[config.mk]
export PLATFORM = sky130hd
export DESIGN_NAME = alu181_seq
export DESIGN_NICKNAME = d
export VERILOG_FILES = /design/src/rtl/alu181_seq.sv
export SDC_FILE = /design/constraint.sdc
export NUM_CORES = 1
export LEC_CHECK = 0
export CORE_MARGIN = 4
export CORE_UTILIZATION = 37
export DETAILED_ROUTE_END_ITERATION = 16
export PLACE_DENSITY = 0.66
export SYNTH_ARGS = -nofsm -noshare
export SYNTH_HDL_FRONTEND = slang
export SYNTH_SLANG_ARGS = --single-unit
[constraint.sdc]
create_clock -name clk -period 2.8 [get_ports clk]
set_clock_uncertainty 0.2 [all_clocks]
set_input_delay 0.28 -clock clk [delete_from_list [all_inputs] [get_ports clk]]
set_output_delay 0.28 -clock clk [all_outputs]
set_load 0.005 [all_outputs]
[src/rtl/alu181_seq.sv]
// alu181_seq: nibble-serial 74181-style ALU behind a valid/ready handshake.
// Define ALU181_OVF_EN to produce a signed-overflow flag; otherwise ovf_o is tied 0.
module alu181_seq #(
    parameter int WIDTH       = 16,
    parameter int NIB_PER_CYC = 1
) (
    input  logic             clk,
    input  logic             rst,
    input  logic             in_valid,
    output logic             in_ready,
    input  logic [WIDTH-1:0] a_i,
    input  logic [WIDTH-1:0] b_i,
    input  logic [3:0]       s_i,
    input  logic             m_i,
    input  logic             cin_i,
    output logic             out_valid,
    input  logic             out_ready,
    output logic [WIDTH-1:0] f_o,
    output logic             cout_o,
    output logic             aeqb_o,
    output logic             grp_p_o,
    output logic             grp_g_o,
    output logic             ovf_o
);
    localparam int CW    = 4 * NIB_PER_CYC;
    localparam int NSTEP = WIDTH / CW;
    localparam int SW    = (NSTEP > 1) ? $clog2(NSTEP) : 1;

    generate
        if (NIB_PER_CYC < 1 || WIDTH < CW || (WIDTH % CW) != 0) begin : g_bad_cfg
            $error("alu181_seq: WIDTH must be a nonzero multiple of 4*NIB_PER_CYC");
        end
    endgenerate

    typedef enum logic [1:0] {IDLE, RUN, DONE} state_t;

    state_t           state_q;
    logic [WIDTH-1:0] a_q, b_q, f_q;
    logic [3:0]       s_q;
    logic             m_q, c_q, g_q, p_q;
    logic [SW-1:0]    step_q;
    logic             in_ready_q, out_valid_q, cout_q, aeqb_q, grp_p_q, grp_g_q;

    logic [CW-1:0]       u, v, f_sl, a_sl, b_sl;
    logic [CW:0]         sum, gsum;
    logic [WIDTH+CW-1:0] f_cat;
    logic [WIDTH-1:0]    f_d;
    logic                last;

    always_comb begin
        a_sl  = a_q[CW-1:0];
        b_sl  = b_q[CW-1:0];
        u     = a_sl | (b_sl & {CW{s_q[0]}}) | (~b_sl & {CW{s_q[1]}});
        v     = (a_sl & b_sl & {CW{s_q[3]}}) | (a_sl & ~b_sl & {CW{s_q[2]}});
        sum   = {1'b0, u} + {1'b0, v} + {{CW{1'b0}}, c_q};
        gsum  = {1'b0, u} + {1'b0, v} + {{CW{1'b0}}, g_q};
        f_sl  = m_q ? ~(u ^ v) : sum[CW-1:0];
        // result fills from the top so the first (LSB) slice ends up at bit 0
        f_cat = {f_sl, f_q};
        f_d   = f_cat[WIDTH+CW-1:CW];
        last  = step_q == SW'(NSTEP - 1);
    end

`ifdef ALU181_OVF_EN
    logic [CW-1:0] lo;
    logic          ovf_q;

    always_comb begin
        lo = {1'b0, u[CW-2:0]} + {1'b0, v[CW-2:0]} + {{(CW-1){1'b0}}, c_q};
    end

    always_ff @(posedge clk or posedge rst) begin
        if (rst)
            ovf_q <= 1'b0;
        else if (state_q == RUN && last)
            ovf_q <= ~m_q & (lo[CW-1] ^ sum[CW]);
    end

    assign ovf_o = ovf_q;
`else
    assign ovf_o = 1'b0;
`endif

    always_ff @(posedge clk or posedge rst) begin
        if (rst) begin
            state_q     <= IDLE;
            a_q         <= '0;
            b_q         <= '0;
            f_q         <= '0;
            s_q         <= '0;
            m_q         <= 1'b0;
            c_q         <= 1'b0;
            g_q         <= 1'b0;
            p_q         <= 1'b0;
            step_q      <= '0;
            in_ready_q  <= 1'b1;
            out_valid_q <= 1'b0;
            cout_q      <= 1'b0;
            aeqb_q      <= 1'b0;
            grp_p_q     <= 1'b0;
            grp_g_q     <= 1'b0;
        end else begin
            case (state_q)
                IDLE: if (in_valid) begin
                    a_q        <= a_i;
                    b_q        <= b_i;
                    s_q        <= s_i;
                    m_q        <= m_i;
                    c_q        <= cin_i;
                    g_q        <= 1'b0;
                    p_q        <= 1'b1;
                    step_q     <= '0;
                    in_ready_q <= 1'b0;
                    state_q    <= RUN;
                end
                RUN: begin
                    a_q    <= a_q >> CW;
                    b_q    <= b_q >> CW;
                    c_q    <= sum[CW];
                    g_q    <= gsum[CW];
                    p_q    <= p_q & (&u);
                    f_q    <= f_d;
                    step_q <= step_q + 1'b1;
                    if (last) begin
                        cout_q      <= ~m_q & sum[CW];
                        grp_g_q     <= gsum[CW];
                        grp_p_q     <= p_q & (&u);
                        aeqb_q      <= &f_d;
                        out_valid_q <= 1'b1;
                        state_q     <= DONE;
                    end
                end
                DONE: if (out_ready) begin
                    out_valid_q <= 1'b0;
                    in_ready_q  <= 1'b1;
                    state_q     <= IDLE;
                end
                default: state_q <= IDLE;
            endcase
        end
    end

    assign in_ready  = in_ready_q;
    assign out_valid = out_valid_q;
    assign f_o       = f_q;
    assign cout_o    = cout_q;
    assign aeqb_o    = aeqb_q;
    assign grp_p_o   = grp_p_q;
    assign grp_g_o   = grp_g_q;
endmodule

---- Word level (Yosys, flattened, before mapping) ----
Cells that the tools add are included.
storage, ports and cells
  flip-flop bits (word level) ............. 66
  bits of input ports ..................... 42
  output and inout bits ................... 23
  logic and storage cells ................. 75
cells by class
  add/subtract/negate cells ............... 4
  eq/ne operators ......................... 6
  mux-type cells .......................... 22
  bitwise logic cells ..................... 15
  reduce and logical (&&, ||, !) cells .... 12
operator list
  kind                                                             count
  16-bit one-hot mux with 2 select lines                           2
  16-bit 2-to-1 mux                                                2
  4-bit AND                                                        6
  16-bit AND reduction                                             1
  4-bit OR                                                         3
  5-bit by 1-bit adder with 5-bit output                           2
  1-bit one-hot mux with 2 select lines                            5
  3-bit AND reduction                                              3
  2-bit 2-to-1 mux                                                 4
  4-bit inverter                                                   2
  1-bit 2-to-1 mux                                                 6
  2-bit inequality test, second input constant                     3
  2-bit one-hot mux with 3 select lines                            1
  2-bit AND reduction                                              3
  2-bit nonzero test                                               3
  4-bit by 4-bit adder with 5-bit output                           1
  2-bit == test, second input constant                             2
  4-bit 2-to-1 mux                                                 1
  2-bit one-hot mux with 2 select lines                            1
  4-bit AND reduction                                              1
  4-bit bitwise XOR                                                1
  2-bit by 1-bit adder with 2-bit output, second input constant    1
  1-bit AND                                                        2
  2-bit by 1-bit == test with 1-bit output, second input constant  1
  other kinds (2)                                                  2

---- Longest topological paths before layout ----
  depth after elaboration ................. 8
  depth in mapped cells ................... 9
  depth with buffers taken out ............ 9

---- Least setup slack after synthesis ----
OpenSTA, ideal clock, no wires.
  path kind ............................... flip-flop to flip-flop
  start ................................... reg s_q[1]
  end ..................................... reg f_q[15], in the netlist f_o[15]
  setup time .............................. 138 ps
  data arrival time ....................... 2,181 ps
  required time ........................... 2,462 ps
  path slack .............................. 281 ps
  stages on the path, launching flop included .. 9
  buffers on the path ..................... 0
  clock period less this slack ............ 2,519 ps
  cells stage by stage .................... dfrtp_1 -> nor2b_1 -> a211o_1 -> ha_1 -> fa_1 -> xor2_1 -> nand4_1 -> o311ai_0 -> o21ai_0
between the ends
  longest elaborated chain between the ends .. 5
  elaborated cells on any way between the ends .. 7
  those cells by class .................... 2 x add/sub; 1 x mux; 4 x bitwise
RTL lines
  item                                                                                line    text
  from (decl)                                                                         39      logic [3:0] s_q;
  from (signal assigned)                                                              107     s_q <= s_i;
  4-bit AND *                                                                         53      u = a_sl | (b_sl & {CW{s_q[0]}}) | (~b_sl & {CW{s_q[1]}});
  4-bit OR *                                                                          53
  4-bit by 4-bit adder with 5-bit output / 4-bit bitwise XOR (equally long branches)  55, 57
  5-bit by 1-bit adder with 5-bit output / 4-bit inverter (equally long branches)     55, 57
  4-bit 2-to-1 mux *                                                                  57      f_sl = m_q ? ~(u ^ v) : sum[CW-1:0];
  to (signal assigned)                                                                89      f_q <= '0;
  to (signal assigned)                                                                122     f_q <= f_d;
  to (decl)                                                                           38      logic [WIDTH-1:0] a_q, b_q, f_q;
Mark *: on every way between the ends. The rest lies on a longest branch, timed or not.
A chain may end at the register's enable or synchronous reset.

---- Worst setup path in the final report ----
  start ................................... reg s_q[1]
  end ..................................... reg c_q
between the ends
  longest elaborated chain between the ends .. 5
RTL lines
  item                                    line  text
  4-bit AND                               53
  4-bit OR                                53
  4-bit by 4-bit adder with 5-bit output  55    sum = {1'b0, u} + {1'b0, v} + {{CW{1'b0}}, c_q};
  5-bit by 1-bit adder with 5-bit output  55
  1-bit one-hot mux with 2 select lines   103   case (state_q)
  to (signal assigned)                    109   c_q <= cin_i;
  to (signal assigned)                    119   c_q <= sum[CW];
  to (decl)                               40    logic m_q, c_q, g_q, p_q;
Every way passes these cells.

==> flow_summary_export.csv <==
group,metric,value,unit
route,ant_nets,0,
grt,grt_max_degree,68,
timing,tightest_slew,0.978,ns
placed_design,dp.cells,484,
logic_synthesis,seq_area_frac_synth,0.522,
clock_network,clk_pin_slew,0.07,ns
logic_synthesis,synth_top_area_frac,0.514,
route,drc,0,
timing,hold_viol,0,
power,finalPower,4720,uW
logic_synthesis,synth_cell_types,35,
route,vias_per_cell,4.91,
worst_setup_path,cp-start-kind,"register",
job,maxCapViolations,0,
floorplan,dieArea,10100,um2
placed_design,portBuffers,63,
clock_network,h-tree-depth,3,
grt,grt_first_pass_wirelength,11800,um
timing,fin_crit,2.72,ns
finish,finalNonFillerCells,498,
timing,tns,0,ns
grt,grt_pass1_vias,2409,
floorplan,coreArea,8260,um2
logic_synthesis,yosys_warnings,0,
finish,diodes,0,
floorplan,rows,33,
route,drtIter0Drc,130,
grt,track_usage,0.148,
power,p_leak,0.00180,uW
logic_synthesis,syn_area,3170,um2
finish,drive_above_1_share,0.0916,
route,via_count,2447,
worst_setup_path,arrival,2.71,ns
worst_setup_path,criticalPathCategory,"register to register",
timing,rsz0062_at_grt,"yes",
clock_network,clock_sinks,66,
grt,antenna_found_initial,0,
worst_setup_path,endpoint_kind,"register",
timing,drv_slew,0,
floorplan,num_io_pins,65,
finish,syn2layout_area_growth,30.6,%
logic_synthesis,yosys-top-cells-area,"dfrtp_1 51%, nand2_1 12%, mux2i_1 9.2%, o21ai_0 7.0%, ha_1 2.8%",
logic_synthesis,synth_nets,379,
logic_synthesis,ys_ff_latch,66,
clock_network,cts-buffers-inserted,9,
worst_setup_path,worstPathMaxFanout,5,
logic_synthesis,yosysTopAreaCell,"dfrtp_1",
timing,fin_crit_sh,0.972,
power,peakVddDrop,489,uV
route,post_drt_wl_per_cell,14.2,um
clock_network,cts.path.max_buffers,2,
floorplan,die_y,100,um
worst_setup_path,required,2.79,ns
logic_synthesis,synth_area_per_cell,9.62,um2
route,drtPass1Iterations,4,
power,powerDensity,1140,nW/um2
placed_design,dp_hpwl,4920,um
clock_network,insertion_delay,0.34,ns
grt,grt-ovfl-total,0,
timing,relSlewSlack,0.348,
logic_synthesis,syn_inst,329,
outcome,status,"finished clean",
floorplan,die_w,100,um
route,wl,7070,um
finish,final_nets,440,
timing,max_clock_freq,367,MHz
timing,finalSetupViolations,0,
placed_design,place_congestion,0.894,
floorplan,initial_core_util,0.383,
clock_network,cts_tree,"done",
min_path,hold_path_class,"primary input to asynchronous set/reset pin",
clock_network,clockRootBuffer,"clkbuf_8",
## worst max-delay path, stage by stage, from the launching register on
cell and delay, ns:
dfrtp_1 0.41, nor2b_1 0.14, a211o_1 0.29, ha_2 0.21, fa_2 0.63, ha_4 0.17, nand2_1 0.08, nor3_2 0.15
xor2_1 0.21, a21oi_1 0.09
## synth_stat cells
cell,instances
nand2_1,97
dfrtp_1,65
o21ai_0,44
mux2i_1,29
nor2b_1,10
clkbuf_1,9
a21oi_1,7
ha_1,7
inv_1,6
buf_4,5
nand4_1,5
nor2_1,5
a211o_1,4
mux2_2,4
buf_2,3
o22ai_1,3
xor2_1,3
a31oi_1,2
nand2b_1,2
nand3_1,2
o31ai_1,2
xnor2_1,2
a211oi_1,1
and3_1,1
and4_1,1
conb_1,1
dfstp_2,1
fa_1,1
nand2_4,1
nor2_2,1
nor3_1,1
nor3_2,1
nor4_1,1
o311ai_0,1
or2b_1,1
## cells by family (layout without fill, tap and decap cells)
| family | after synthesis | after routing | synth area share |
|---|---|---|---|
| simple gates | 129 | 129 | 0.177 |
| flops | 66 | 66 | 0.522 |
| compound gates | 64 | 64 | 0.111 |
| mux | 33 | 33 | 0.106 |
| buf+inv | 23 | 87 | 0.0344 |
| fa+ha+maj | 8 | 8 | 0.0340 |
| xor+xnor | 5 | 5 | 0.0138 |
| other cells | 1 | 1 | 0.00118 |
## per-stage QoR
step	cell area, um2	setup WS [ns]	utilization	hold WS (ns)
6_report	4130	0.0788	0.500	0.174
5_1_grt	4130	-0.0524	0.500	0.241
4_1_cts	4080	0.0103	0.494	0.196
3_5_place_dp	3910	0.0296	0.473	0.267
3_3_place_gp	3910	0.108	0.473	0.257
2_1_floorplan	3170	0.281	-	0.197
## power by group
part           switching (uW)  internal [uW]
sequential                325           1360
combinational            1250           1080
clock                     347            361
## layer usage
metal	wire [um]	global-route usage
met5	0	0
met4	133	0.0622
met3	278	0.0277
met2	3460	0.238
met1	3200	0.197
## what timing repair did
action,4_1_cts,5_1_grt
gates resized for setup,0,11
hold endpoints to repair,0,0
setup buffers,0,0
endpoints found under the setup margin,0,7
hold buffers,0,0
## placed cells by master, fill, tap and decap left out, types with 2 or more instances in the layout
cell type / instances
nand2_1: 96
dfrtp_1: 65
clkdlybuf4s50_1: 63
o21ai_0: 44
mux2i_1: 29
clkbuf_8: 11
nor2b_1: 9
a21oi_1: 7
inv_1: 5
nand4_1: 5
nor2_1: 5
ha_1: 5
a211o_1: 4
mux2_2: 4
o22ai_1: 3
nand3_1: 2
nor3_2: 2
xor2_1: 2
nand2b_1: 2
xnor2_2: 2
a31oi_1: 2
o31ai_1: 2
buf_12: 2
buf_4: 2
## cell type report
cell class	count	area, um2
clock inverter	2	13.8
clock buffer	12	155
fill	782	4130
multi-input combinational	240	1470
inverter	6	22.5
sequential	66	1650
timing repair buffer	67	686
tap	105	131
## sequential cells by signal, indices dropped and copies added, names as in the netlist
register,flops
cout_o,1
a_q,16
b_q,16
in_ready,1
grp_p_o,1
step_q,2
f_o,16
c_q,1
aeqb_o,1
g_q,1
m_q,1
p_q,1
s_q,4
out_valid,1
state_q,2
grp_g_o,1
## path summary, 6_finish.rpt
path | start | endpoint | slack [ns] | depth (start not counted)
min in group clk | a_q[10] | a_q[6] | 0.28 | 2
setup / recovery | s_q[1] | c_q | 0.08 | 9
max in group asynchronous | rst | b_q[6] | 1.63 | 3
setup reg to reg | s_q[1] | c_q | 0.08 | 9
hold reg to reg | a_q[10] | a_q[6] | 0.28 | 2
hold / removal | rst | f_o[6] | 0.17 | 2
No activity file was read; power rests on OpenSTA's default activity.
==> edit 1, RTL diff (config.mk and constraints unchanged) <==
Add a define of `ALU181_OVF_EN`.
--- a/src/rtl/alu181_seq.sv
+++ b/src/rtl/alu181_seq.sv
@@ -1,5 +1,7 @@
 // alu181_seq: nibble-serial 74181-style ALU behind a valid/ready handshake.
 // Define ALU181_OVF_EN to produce a signed-overflow flag; otherwise ovf_o is tied 0.
+`define ALU181_OVF_EN
+
 module alu181_seq #(
     parameter int WIDTH       = 16,
     parameter int NIB_PER_CYC = 1
Formal check against the unedited RTL: not equivalent (a bounded check fails within 10 cycles, from zero or initial values and one cycle with rst high).
==> edit 1 against the original RTL <==
  * The flow now finishes with violations (setup timing)
  * Via count increased by 4.3%
  * Core utilization increased by 1.5 points
  * Sequential power increased by 2%
  * Non-clock buffer count increased by 11
  * Total power increased by 5.8%
  * Worst hold slack got worse by 0.052 ns
  * Area after synthesis increased by 3.0%
  * First-iteration DRC count decreased by 44%
  * Final area increased by 4.5%
  * Sequential cell count increased by 1
  * Setup slack got worse by 0.092 ns
  * Wire length increased by 1.6%
  * Fmax decreased by 3.3%
  * Critical path type unchanged
  * Largest cell class unchanged
==> edit 1: results (changes against the original RTL) <==
Leak Pwr=1.90 nW (+5.0%); global-route usage over all layers=0.143 (-0.00470); Worst-Margin Slew=0.872 ns (-0.106 ns); Post-synth top cells=nand2_1, dfrtp_1, o21ai_0; global placement routability congestion=0.942 (+5.4%); failing checks=setup timing; Synth cell types=38 (+8.6%); worst setup margin=-0.0132 ns (-0.0920 ns); status=complete, but fails checks; min-delay worst type=in -> async; Post-DP HPWL=5.10 mm (+3.7%); # fillers=784 (+0.26%); Final Net Count=461 (+4.8%); Critical Path Fanout Max=4 (-1); Finished Layout Cells=520 (+4.4%); first-pass GRT wire length=11.7 mm (-0.59%); Max stage delay on crit path=0.42 ns (-0.21 ns); post-placement cell count=500 (+3.3%); drt wl/cell=13.8 um (-2.7%); metal3 WL=515 um (+85%); ys async rst share=1.00 (unchanged); largest net degree at the start of global routing=70 (+2.9%); initial DRC count=73 (-44%); # port buffers=64 (+1.6%); wl on met1=3.11 mm (-2.8%); Pre-antenna DRT Iters=5 (+1); worst ir drop on vdd=448 uV (-8.3%); cell types occupying the most area after synthesis=dfrtp_1, nand2_1, mux2i_1; Data arrival, critical path=2.84 ns (+0.13 ns); share of layout cells above drive strength 1=0.123 (+0.0313); wire length on met2=3.45 mm (-0.23%); vias in the first global route=2537 (+5.3%); final hold vios=0 (unchanged); Sw Ratio=0.399 (-0.00897); Vias per Instance=4.91 (-0.12%); Max stage delay cell, worst path=dfrtp_1; Final Setup Violations=2 (+2); Synth Area per Inst=9.68 um^2 (+0.56%); register area share after synthesis=0.515 (-0.00755); syn_nets=388 (+2.4%)
-- edit 1: cell families after synthesis --
| family | count (synthesis) | share of synthesized area |
|---|---|---|
| mux | 35 | 0.110 |
| buf+inv | 26 | 0.0322 |
| flops | 67 | 0.515 |
| xor+xnor | 8 | 0.0215 |
| compound gates | 63 | 0.111 |
| fa+ha+maj | 9 | 0.0391 |
| simple gates | 129 | 0.172 |
-- edit 1: per-layer routing --
layer  vias up  track usage
met2        71        0.243
met5         -            0
met1      1187        0.174
met4         0       0.0414
li1       1282            -
met3        12       0.0485
-- edit 1: final cells by class --
class,instances,area (um^2),share of cell area
inverters,10,37.5,0.00869
flip-flops and latches,67,1680,0.388
well taps,105,131,0.0304
clock buffers,12,155,0.0359
clock inverters,4,25.0,0.00579
multi-input cells,244,1540,0.355
repair buffers,78,758,0.175
-- edit 1: path summary, 6_finish.rpt --
| path | to | slack (ns) | cells past startpoint | startpoint |
|---|---|---|---|---|
| min reg2reg | f_o[3] | 0.27 | 2 | f_o[3] |
| max reg2reg | aeqb_o | -0.01 | 10 | b_q[0] |
| max in group asynchronous | in_ready | 1.59 | 3 | rst |
| min in group clk | f_o[3] | 0.27 | 2 | f_o[3] |
| min | f_o[1] | 0.12 | 2 | rst |
| max | aeqb_o | -0.01 | 10 | b_q[0] |
-- edit 1: metrics by stage --
step,cell area (um^2),TNS [ns],setup WS (ns),utilization
floorplan,3260,0,0.0931,-
global placement,4070,0,0.0538,0.485
detailed placement,4070,-0.0628,-0.0533,0.485
CTS,4270,-0.0519,-0.0457,0.510
global route,4320,-0.293,-0.136,0.515
finish,4320,-0.0162,-0.0132,0.515
-- edit 1: power by group through the flow --
stage	sequential [W]	combinational, W	clock (W)
floorplan	0.00164	0.00165	0
global placement	0.00173	0.00231	0
detailed placement	0.00174	0.00238	0
CTS	0.00173	0.00244	0.000756
global route	0.00178	0.00287	0.000798
finish	0.00172	0.00255	0.000727
-- edit 1: timing repair --
action / in CTS / in global routing
gates cloned: 0 / 0
buffers inserted: 2 / 2
gates resized for setup: 4 / 8
pin swaps: 6 / 7
endpoints found under the setup margin: 2 / 8
-- edit 1: worst register-to-register path, stage by stage, from the launching register on --
cell and delay (ns):
dfrtp_1 0.42, mux2i_1 0.14, nor2b_1 0.17, ha_2 0.22, inv_2 0.04, fa_1 0.40, xor2_1 0.30, nor3b_2 0.09
xnor2_1 0.14, or3_1 0.34, a32o_1 0.26
==> edit 2, RTL diff (config.mk and constraints unchanged) <==
Made on the original files. Re-encode `state_t` (3 states) as one-hot, 3 bits wide.
--- a/src/rtl/alu181_seq.sv
+++ b/src/rtl/alu181_seq.sv
@@ -32,7 +32,7 @@
         end
     endgenerate
 
-    typedef enum logic [1:0] {IDLE, RUN, DONE} state_t;
+    typedef enum logic [2:0] {IDLE = 3'b001, RUN = 3'b010, DONE = 3'b100} state_t;
 
     state_t           state_q;
     logic [WIDTH-1:0] a_q, b_q, f_q;
Behaviour: same outputs for any inputs over 4 cycles, from zero or initial values and one cycle with rst high; so few cycles prove little.
==> edit 2 against the original RTL <==
  * Synthesized cell count rose by 15%
  * Final area rose by 1.7%
  * Wire length rose by 4.1%
  * Core utilization rose by 0.081 points
  * Setup slack got worse by 0.029 ns
  * Sequential share of layout area barely moved
  * Total power rose by 2.5%
  * Sequential cell count rose by 1
  * Area after synthesis rose by 2.3%
  * Highest routed layer unchanged
==> edit 2: results (changes against the original RTL) <==
CTS Sinks=67 (+1.5%); clock-cell share of area=0.0497 (+0.00886); Post-synth top cells=nand2_1, dfrtp_1, nor2_1; met1 Use GR=0.207 (+0.00982); post-synthesis mux area share=0.0189 (-0.0870); global placement routability congestion=0.822 (-8.0%); global-route usage over all layers=0.152 (+0.00381); fraction of area in multi-input gates=0.342 (-0.0145); Leak Pwr=1.92 nW (+6.5%); wl on met1=3.44 mm (+7.5%); status=finished clean; Compound-Gate Fraction of Synth Area=0.114 (+0.00257); routing usage on met3=0.0393 (+0.0116); Int Pwr=0.00297 W (+6.3%); Critical Path Fanout Max=4 (-1); synthesized-area fraction occupied by adder cells=0.0332 (-0.000749); Synth cell types=37 (+5.7%); worst ir drop on vdd=359 uV (-27%); clk_buf instances=11 (-1); FF+latch area=1680 um^2 (+1.6%); Finished Layout Cells=546 (+9.6%); Final Net Count=486 (+10%); post-placement cell count=528 (+9.1%); Non-clk bufs=71 (+6.0%); Non-CTS inverters=5 (-1); # fillers=792 (+1.3%); cell types occupying the most area after synthesis=dfrtp_1, nand2_1, a31oi_1; vias=2699 (+10%); GR Util met2=0.240 (+0.00293); share of layout cells above drive strength 1=0.0771 (-0.0145); initial DRC count=106 (-18%)
-- edit 2: cell count changes after synthesis, sizes merged, moves of 2 or more --
cell and change:
nand2 +35, mux2i -24, mux2 -3, nor2 +28, a31oi +22, clkbuf -2, o21ai -32, buf +9
nand3 +3, a21oi +12, o22ai -3, or3 +2
-- edit 2: power by group through the flow --
| stage | logic [W] | clock network (W) | registers (W) |
|---|---|---|---|
| 3_3_place_gp | 0.00212 | 0 | 0.00176 |
| 3_5_place_dp | 0.00217 | 0 | 0.00178 |
| 6_report | 0.00222 | 0.000859 | 0.00176 |
| 4_1_cts | 0.00217 | 0.000879 | 0.00176 |
| 5_1_grt | 0.00253 | 0.000931 | 0.00183 |
| 2_1_floorplan | 0.00157 | 0 | 0.00167 |
-- edit 2: path summary, 6_finish.rpt --
check / slack (ns) / to / cells past startpoint
setup / recovery: 0.05 / f_o[15] / 9
hold / removal: 0.1 / f_o[14] / 2
setup reg to reg: 0.05 / f_o[15] / 9
hold reg to reg: 0.28 / f_o[2] / 2
max in group asynchronous: 1.66 / state_q[0] / 3
min in group clk: 0.28 / f_o[2] / 2
-- edit 2: repair_timing --
item | CTS | global route
buffers inserted | 0 | 2
resized for setup | 0 | 2
setup endpoints to repair | 0 | 4
-- edit 2: stage by stage --
stage               instance area, um^2  hold slack [ns]  total power, W  utilization  setup WS [ns]
floorplan                          3240            0.185         0.00325            -          0.253
global placement                   3970            0.259         0.00387        0.474          0.164
detailed placement                 3970            0.267         0.00394        0.474          0.103
CTS                                4180            0.111         0.00482        0.499          0.116
global route                       4200            0.144         0.00529        0.501         -0.111
finish                             4200           0.0983         0.00484        0.501         0.0502
